$ cat src/rtl/ssd_capture_pkg.sv
// Shared 7-segment definitions: segment bit positions and the canonical hex glyphs
// used by the display encoder, the driver and this capture block.
package ssd_capture_pkg;

    localparam int SEG_A = 0;
    localparam int SEG_B = 1;
    localparam int SEG_C = 2;
    localparam int SEG_D = 3;
    localparam int SEG_E = 4;
    localparam int SEG_F = 5;
    localparam int SEG_G = 6;

    localparam logic [6:0] SEG_BLANK = 7'h00;
    localparam logic [6:0] SEG_HEX0  = 7'h3F;
    localparam logic [6:0] SEG_HEX1  = 7'h06;
    localparam logic [6:0] SEG_HEX2  = 7'h5B;
    localparam logic [6:0] SEG_HEX3  = 7'h4F;
    localparam logic [6:0] SEG_HEX4  = 7'h66;
    localparam logic [6:0] SEG_HEX5  = 7'h6D;
    localparam logic [6:0] SEG_HEX6  = 7'h7D;
    localparam logic [6:0] SEG_HEX7  = 7'h07;
    localparam logic [6:0] SEG_HEX8  = 7'h7F;
    localparam logic [6:0] SEG_HEX9  = 7'h67;
    localparam logic [6:0] SEG_HEXA  = 7'h77;
    localparam logic [6:0] SEG_HEXB  = 7'h7C;
    localparam logic [6:0] SEG_HEXC  = 7'h39;
    localparam logic [6:0] SEG_HEXD  = 7'h5E;
    localparam logic [6:0] SEG_HEXE  = 7'h79;
    localparam logic [6:0] SEG_HEXF  = 7'h71;

endpackage

$ cat src/rtl/ssd_pattern_decode.sv
// Combinational inverse of the hex-to-segment encoder: glyph -> {value, legal, blank}.
module ssd_pattern_decode
    import ssd_capture_pkg::*;
(
    input  logic [6:0] pat,
    output logic [3:0] value,
    output logic       legal,
    output logic       blank
);

    always_comb begin
        value = 4'h0;
        legal = 1'b1;
        blank = 1'b0;
        case (pat)
            SEG_HEX0: value = 4'h0;
            SEG_HEX1: value = 4'h1;
            SEG_HEX2: value = 4'h2;
            SEG_HEX3: value = 4'h3;
            SEG_HEX4: value = 4'h4;
            SEG_HEX5: value = 4'h5;
            SEG_HEX6: value = 4'h6;
            SEG_HEX7: value = 4'h7;
            SEG_HEX8: value = 4'h8;
            SEG_HEX9: value = 4'h9;
            SEG_HEXA: value = 4'hA;
            SEG_HEXB: value = 4'hB;
            SEG_HEXC: value = 4'hC;
            SEG_HEXD: value = 4'hD;
            SEG_HEXE: value = 4'hE;
            SEG_HEXF: value = 4'hF;
            SEG_BLANK: begin
                legal = 1'b0;
                blank = 1'b1;
            end
            default:  legal = 1'b0;
        endcase
    end

endmodule

$ cat src/rtl/ssd_capture.sv
// Passive reader of a multiplexed 7-segment bus: per-digit glitch filtering,
// decode back to hex, and stale/illegal/blank flagging.
module ssd_capture
    import ssd_capture_pkg::*;
#(
    parameter int NDIG           = 4,
    parameter int STABLE_CNT     = 4,
    parameter int TIMEOUT_CYC    = 1024,
    parameter int SEG_ACTIVE_LOW = 0
) (
    input  logic              clk,
    input  logic              rst_n,
    input  logic [6:0]        seg,
    input  logic [NDIG-1:0]   an_n,
    output logic [4*NDIG-1:0] digits,
    output logic [NDIG-1:0]   valid,
    output logic [NDIG-1:0]   blank,
    output logic [NDIG-1:0]   bad,
    output logic              sel_err,
    output logic              upd
);

    localparam int CW = $clog2(STABLE_CNT + 1);
    localparam int TW = $clog2(TIMEOUT_CYC + 1);
    localparam logic [CW-1:0] CNT_MAX = CW'(STABLE_CNT);
    localparam logic [CW-1:0] CNT_PRE = CW'(STABLE_CNT - 1);
    localparam logic [TW-1:0] TMO_MAX = TW'(TIMEOUT_CYC);
    localparam logic [TW-1:0] TMO_PRE = TW'(TIMEOUT_CYC - 1);

    logic [6:0]      segc;
    logic [NDIG-1:0] sel_vec;
    logic            multi;
    logic            sel_one;
    logic [3:0]      dec_val;
    logic            dec_legal;
    logic            dec_blank;
    logic [NDIG-1:0] chg;

    assign segc    = (SEG_ACTIVE_LOW != 0) ? ~seg : seg;
    assign sel_vec = ~an_n;
    assign multi   = (sel_vec & (sel_vec - NDIG'(1))) != '0;
    assign sel_one = (sel_vec != '0) && !multi;

    // Only one digit can be captured per cycle, so a single shared decoder serves all.
    ssd_pattern_decode u_dec (
        .pat   (segc),
        .value (dec_val),
        .legal (dec_legal),
        .blank (dec_blank)
    );

    always_ff @(posedge clk) begin
        if (!rst_n) begin
            sel_err <= 1'b0;
            upd     <= 1'b0;
        end else begin
            sel_err <= multi;
            upd     <= |chg;
        end
    end

    for (genvar i = 0; i < NDIG; i++) begin : g_dig
        logic          sel_me;
        logic [6:0]    last_pat, pat_d;
        logic [CW-1:0] cnt, cnt_d;
        logic [TW-1:0] tmo, tmo_d;
        logic [3:0]    dig_q, dig_d;
        logic          vld_q, vld_d, blk_q, blk_d, bad_q, bad_d;

        assign sel_me = sel_one & sel_vec[i];

        always_comb begin
            pat_d = last_pat;
            cnt_d = cnt;
            tmo_d = tmo;
            dig_d = dig_q;
            vld_d = vld_q;
            blk_d = blk_q;
            bad_d = bad_q;
            if (sel_me) begin
                tmo_d = '0;
                if (segc == last_pat) begin
                    if (cnt != CNT_MAX) cnt_d = cnt + CW'(1);
                    // Commit exactly once, on the transition into saturation.
                    if (cnt == CNT_PRE) begin
                        vld_d = dec_legal;
                        blk_d = dec_blank;
                        bad_d = !dec_legal && !dec_blank;
                        if (dec_legal)      dig_d = dec_val;
                        else if (dec_blank) dig_d = 4'h0;
                    end
                end else begin
                    pat_d = segc;
                    cnt_d = CW'(1);
                end
            end else begin
                if (tmo != TMO_MAX) tmo_d = tmo + TW'(1);
                if (tmo == TMO_PRE) begin
                    vld_d = 1'b0;
                    cnt_d = '0;
                end
            end
        end

        always_ff @(posedge clk) begin
            if (!rst_n) begin
                last_pat <= '0;
                cnt      <= '0;
                tmo      <= '0;
                dig_q    <= '0;
                vld_q    <= 1'b0;
                blk_q    <= 1'b0;
                bad_q    <= 1'b0;
            end else begin
                last_pat <= pat_d;
                cnt      <= cnt_d;
                tmo      <= tmo_d;
                dig_q    <= dig_d;
                vld_q    <= vld_d;
                blk_q    <= blk_d;
                bad_q    <= bad_d;
            end
        end

        assign chg[i] = {dig_d, vld_d, blk_d, bad_d} != {dig_q, vld_q, blk_q, bad_q};
        assign digits[4*i +: 4] = dig_q;
        assign valid[i] = vld_q;
        assign blank[i] = blk_q;
        assign bad[i]   = bad_q;
    end

endmodule

$ cat config.mk
export PLATFORM = sky130hd
export DESIGN_NAME = ssd_capture
export DESIGN_NICKNAME = d
export VERILOG_FILES = /design/src/rtl/ssd_capture_pkg.sv /design/src/rtl/ssd_pattern_decode.sv /design/src/rtl/ssd_capture.sv
export SDC_FILE = /design/constraint.sdc
export NUM_CORES = 1
export LEC_CHECK = 0
export CORE_MARGIN = 4
export CORE_UTILIZATION = 52
export CTS_BUF_LIST = sky130_fd_sc_hd__clkbuf_4 sky130_fd_sc_hd__clkbuf_8 sky130_fd_sc_hd__clkbuf_16
export DETAILED_ROUTE_END_ITERATION = 10
export DONT_BUFFER_PORTS = 1
export PLACE_DENSITY = 0.68
export SLEW_MARGIN = 30
export SYNTH_ARGS = -nofsm -noshare
export SYNTH_HDL_FRONTEND = slang
export SYNTH_HIERARCHICAL = 1
export SYNTH_SLANG_ARGS = --single-unit
$ cat constraint.sdc
create_clock -name clk -period 3 [get_ports clk]
set_input_delay 0 -clock clk [delete_from_list [all_inputs] [get_ports clk]]
set_output_delay 0 -clock clk [all_outputs]
set_load 0.1 [all_outputs]
# [Yosys cells after proc, flatten, opt, wreduce, memory -nomap -nowiden]
# Index checks and enable logic that the tools add are counted.
# Widths: inputs -> output; s select.
[word_totals] ff_bits=114 input_bits=13
[op_classes] addsub=9 eq_ne=44 n_mux=79 bitwise=11 reduce_logical=26
[ops] operator="$eq 7x7->1 const B" count=12
[ops] operator="$mux 4" count=20
[ops] operator="$pmux 4 s15" count=1
[ops] operator="$mux 3" count=16
[ops] operator="$add 11x1->11 const B" count=4
[ops] operator="$eq 11x10->1 const B" count=4
[ops] operator="$ne 11x11->1 const B" count=4
[ops] operator="$mux 1" count=42
[ops] operator="$eq 7x7->1" count=4
[ops] operator="$ne 7x7->1" count=4
[ops] operator="$reduce_and 2->1" count=8
[ops] operator="$reduce_or 16->1" count=1
[ops] operator="$eq 7x3->1 const B" count=2
[ops] operator="$eq 7x6->1 const B" count=2
[ops] operator="$add 3x1->3 const B" count=4
[ops] operator="$eq 3x2->1 const B" count=4
[ops] operator="$ne 3x2->1 const B" count=4
[ops] operator="$ne 3x3->1 const B" count=4
[ops] operator="$reduce_bool 2->1" count=4
[ops] operator="$reduce_bool 4->1" count=2
[ops] operator="$reduce_or 2->1" count=4
[ops] operator="$logic_not 7->1" count=1
[ops] operator="$not 1->1" count=5
[ops] operator="$and 1x1->1" count=4
[ops] operator="6 further kinds" count=9

# [Logic depth before layout (Yosys ltp)]
[depth] word_depth=10 mapped_depth=13

# [Hierarchy]
# Netlist, hierarchy kept.
[modules_own_cells] mod="ssd_capture" n_inst=1 cells_per_inst=751 area_per_inst_um2=6144.6 seq_area_each_um2=2282.2
[modules_own_cells] mod="ssd_pattern_decode" n_inst=1 cells_per_inst=50 area_per_inst_um2=336.6 seq_area_each_um2=0.0

# [Worst setup path after synthesis]
# OpenSTA, ideal clock, no wires.
[synth_path] kind="input -> register" startpoint="input port seg[4]" endpoint="register upd" t_arrival_ns=2.330 path_slack_ns=0.545 path_stages=12 n_path_buf=2 cell_sequence="buf_6 or4_4 a211oi_2 nor2_1 nand4_1 buf_2 nand2_1 a2111oi_0 a21o_1 a41o_1 o2111ai_1 o41a_1"
[synth_via] elab_chain_len=10
[synth_rtl] element="from (decl)" line_no="ssd_capture.sv:13" source="input logic [6:0] seg,"
[synth_rtl] element="$eq 7x6->1, or another cell as far along" line_no="ssd_pattern_decode.sv:15" source="case (pat)"
[synth_rtl] element="$reduce_or 16->1 (no line) *"
[synth_rtl] element="$mux 1 *" line_no="ssd_pattern_decode.sv:15"
[synth_rtl] element="net dec_legal" line_no="ssd_capture.sv:35" source="logic dec_legal;"
[synth_rtl] element="$logic_not 1->1" line_no="ssd_capture.sv:88" source="bad_d = !dec_legal && !dec_blank;"
[synth_rtl] element="$logic_and 1x1->1" line_no="ssd_capture.sv:88"
[synth_rtl] element="$mux 1" line_no="ssd_capture.sv:85" source="if (cnt == CNT_PRE) begin"
[synth_rtl] element="$mux 1" line_no="ssd_capture.sv:82" source="if (segc == last_pat) begin"
[synth_rtl] element="$mux 1" line_no="ssd_capture.sv:80" source="if (sel_me) begin"
[synth_rtl] element="$ne 7x7->1" line_no="ssd_capture.sv:125" source="assign chg[i] = {dig_d, vld_d, blk_d, bad_d} != {dig_q, vld_q, blk_q, bad_q};"
[synth_rtl] element="$reduce_or 4->1 *" line_no="ssd_capture.sv:58" source="upd <= |chg;"
[synth_rtl] element="to (signal assigned)" line_no="ssd_capture.sv:58"
[synth_rtl] element="to (decl)" line_no="ssd_capture.sv:20" source="output logic upd"
# Mark *: on every way through the listed nets, which the timed path passes. The rest lies on a longest branch.
# A chain may end at the register's enable or synchronous reset.

# [Worst setup path in the final report]
[layout_path] startpoint="input port seg[1]" endpoint="register upd"
[layout_rtl] element="$logic_not 7->1 *" line_no="ssd_pattern_decode.sv:15"
[layout_rtl] element="$mux 1 *" line_no="ssd_pattern_decode.sv:15"
[layout_rtl] element="net dec_blank" line_no="ssd_capture.sv:36" source="logic dec_blank;"
[layout_rtl] element="$mux 4 / $logic_not 1->1 (equally long branches)" line_no="ssd_capture.sv:90, ssd_capture.sv:88"
[layout_rtl] element="$mux 4 / $logic_and 1x1->1 (equally long branches)" line_no="ssd_capture.sv:89, ssd_capture.sv:88"
[layout_rtl] element="$mux 4 / $mux 1 (equally long branches)" line_no="ssd_capture.sv:85"
[layout_rtl] element="$mux 4 / $mux 1 (equally long branches)" line_no="ssd_capture.sv:82"
[layout_rtl] element="$mux 4 / $mux 1 (equally long branches)" line_no="ssd_capture.sv:80"
[layout_rtl] element="$ne 7x7->1" line_no="ssd_capture.sv:125"
[layout_rtl] element="$reduce_or 4->1 *" line_no="ssd_capture.sv:58"
# Marks and branches as above.

==> flow_summary.toml <==
[global_routing]
grt-ovfl-total = 0
grt_max_degree = 78
antenna_found_initial = 0
grt_pass1_wl_um = 26670
track_usage_pct = 23.05
grt_pass1_vias = 5583

[synthesis]
syn_inst = 801
yosysSeqAreaShare_pct = 35.21
synth_cell_type_count = 71
synth-edff-count = 0
synthXorXnorAreaFrac_pct = 8.649
ys_ff_latch = 114
synthTopCellsByCount = "114 x dfxtp_1, 109 x nand2_1, 70 x nor2_1"
syn_area_um2 = 6481
synth_most_common_cell = "dfxtp_1"
synth_mux_area_share_pct = 1.467
ys_top_cells_by_area = "dfxtp_1 35%, nand2_1 6.3%, xnor2_1 5.0%, a21boi_0 4.6%, nor2_1 4.1%"
synth_top_family_by_area = "simple AND/OR/NAND/NOR gates"
synth_area_per_cell_um2 = 8.091
synth_flop_cell = "dfxtp_1"
yosys.area_share.simple_pct = 27.43
yosysWarnings = 6
async_reset_ff_share_pct = 0
synthAdderAreaFrac_pct = 4.015
synth_top_area_share_pct = 35.21
synth_nets = 834
yosys.area.top_type = "dfxtp_1"
synth_compound_area_share_pct = 16.49

[routing]
vias = 5780
antenna_violating_nets_post_route = 0
drc = 0
drtIter0Drc = 637
routed_via_density = 5.786
wire_per_inst_um = 16.45
first_pass_iters = 5
wirelength_um = 16430

[setup_path]
cp_common_cell = "dlygate4sd3_1"
worstSetupEndpointType = "flop"
crit_path_start_kind = "input port"
crit_buf_inv = 3
critPathRequiredTime_ns = 3.30
slowest_delay_ns = 0.67
crit_family = "buffers and inverters"
slowest_stage = "dlygate4sd3_1"
crit_type = "in2reg"
arrival_ns = 3.19
worstPathCellList = "dlygate4sd3_1 -> nor4_2 -> dlygate4sd3_1 -> buf_4 -> nor2b_1 -> a2111oi_0 -> a21o_1 -> a41o_1 -> o2111ai_1 -> o41a_1"
crit_fanout = 19

[sta]
drv_slew = 0
setup_viol = 0
period_needed_ns = 2.889
fmax_mhz = 346.2
fin_crit_sh_pct = 96.29
rsz0062_at_grt = "false"
max-slew-margin-rel_pct = 32.43
finClkSkew_ns = 0.009057
hold_viol = 0
worst_slew_pin_slew_ns = 1.012
setup_tns_ns = 0

[floorplan]
start_util_pct = 53.51
die_height_um = 119.6
num_rows = 40
core_um2 = 12110
io_pins = 43
dieArea_um2 = 14310
die_w_um = 119.6

[clock_network]
clock_latency_ns = 0.42
cts_htree_levels = 4
cts_buffers = 17
cts_tree = "done"
clockBufferDepth = 2
path_clk_slew_ns = 0.06
post_cts_buffers = 0
cts.root.buffer_cell = "clkbuf_16"
cts.sinks = 114

[power]
ir_worst_vdd_v = 0.0003401
powerDensity_nw_per_um2 = 530.2
power_w = 0.003953
leakage_nw = 2.661

[finish]
drive_above_1_share_pct = 10.59
diodes = 0
fillers = 1058
syn_to_final_growth_pct = 15.02
fin_nets = 851
post-route-util_pct = 61.55

[place]
gp_congestion = 0.8971
portBuffers = 0
dp_hpwl_um = 10890

[run]
drv_cap = 0

[status]
status = "completed"

[hold_path]
hp-class = "in2reg"
sequential cells by signal (all words and copies together), names as in the netlist:
signal          cells
g_dig.bad_q         4
g_dig.blk_q         4
g_dig.cnt          12
g_dig.dig_q        16
g_dig.last_pat     28
g_dig.tmo          44
g_dig.vld_q         4
sel_err             1
upd                 1
cells by family after synthesis:
family          Yosys count
mux                       9
flops                   114
buf+inv                  90
simple gates            349
xor+xnor                 64
compound gates          154
fa+ha+maj                21
worst min-delay path, delay by kind of cell:
| family | cells | cell delay [ns] |
|---|---|---|
| compound gates | 1 | 0.05 |
| simple gates | 3 | 0.26 |
| xor+xnor | 1 | 0.08 |
layout make-up:
type / instances / area, um^2 / area share (%)
Tap cell: 168 / 210.2 / 2.820
Clock inverter: 11 / 160.2 / 2.148
Inverter: 37 / 138.9 / 1.863
Timing Repair Buffer: 51 / 432.9 / 5.807
Clock buffer: 21 / 461.7 / 6.193
Multi-Input combinational cell: 597 / 3769 / 50.55
Sequential cell: 114 / 2282 / 30.61
layer usage:
layer / part of all wire (%) / track usage (%)
met4: 2.8 / 12.17
met3: 7.1 / 5.278
met1: 43 / 27.61
met2: 47 / 38.45
met5: 0 / 0
placed cells by master (no fill, tap or decap), types with 6 or more instances in the layout:
cell and instances:
nor3_1 12, nand4_1 17, nand4b_1 7, and3_1 6, inv_1 37, nand2b_1 7
nand3_1 38, buf_4 38, dlygate4sd3_1 12, or3_1 6, a21boi_0 40, nand2_1 109
nor4_1 12, xnor2_1 37, clkbuf_16 17, nor2_1 70, and2_1 13, a21boi_1 10
o21ai_0 32, a21oi_1 22, nor2b_1 23, o21ai_1 6, xor2_1 27, dfxtp_1 114
ha_1 20
path summary, 6_finish.rpt:
kind	startpoint	endpoint	slack, ns	depth (start not counted)
setup / recovery	seg[1]	upd$_SDFF_PN0_	0.11	10
hold reg to reg	g_dig[1].last_pat[6]$_SDFFE_PN0P_	g_dig[1].last_pat[6]$_SDFFE_PN0P_	0.47	2
setup reg to reg	g_dig[1].cnt[0]$_SDFFE_PN0P_	g_dig[1].dig_q[0]$_SDFF_PN0_	0.24	8
hold / removal	seg[2]	g_dig[0].cnt[2]$_SDFFE_PN0P_	0.02	5
timing repair:
item,CTS,global route
gates resized for setup,0,0
hold endpoints to repair,114,0
hold buffers,13,0
power breakdown:
group	leakage [nW]	internal, W	total, W	switching, W
Clock	0.307	0.00143	0.00212	0.000698
Sequential	0.922	0.00154	0.00158	0.0000343
Combinational	1.43	0.000111	0.000252	0.000142
per-stage QoR:
stage / cell area, um^2 / hold WS [ns] / cells / setup WS [ns]
floorplan: 6481 / 0.2391 / 801 / 0.5454
global placement: 6685 / 0.09835 / 954 / 0.4894
detailed placement: 6685 / 0.09488 / 954 / 0.4168
CTS: 7455 / 0.0006014 / 999 / 0.2229
global route: 7455 / 0.05920 / 999 / 0.005958
finish: 7455 / 0.02194 / 999 / 0.1112
Power figures use the tool's default switching activity.
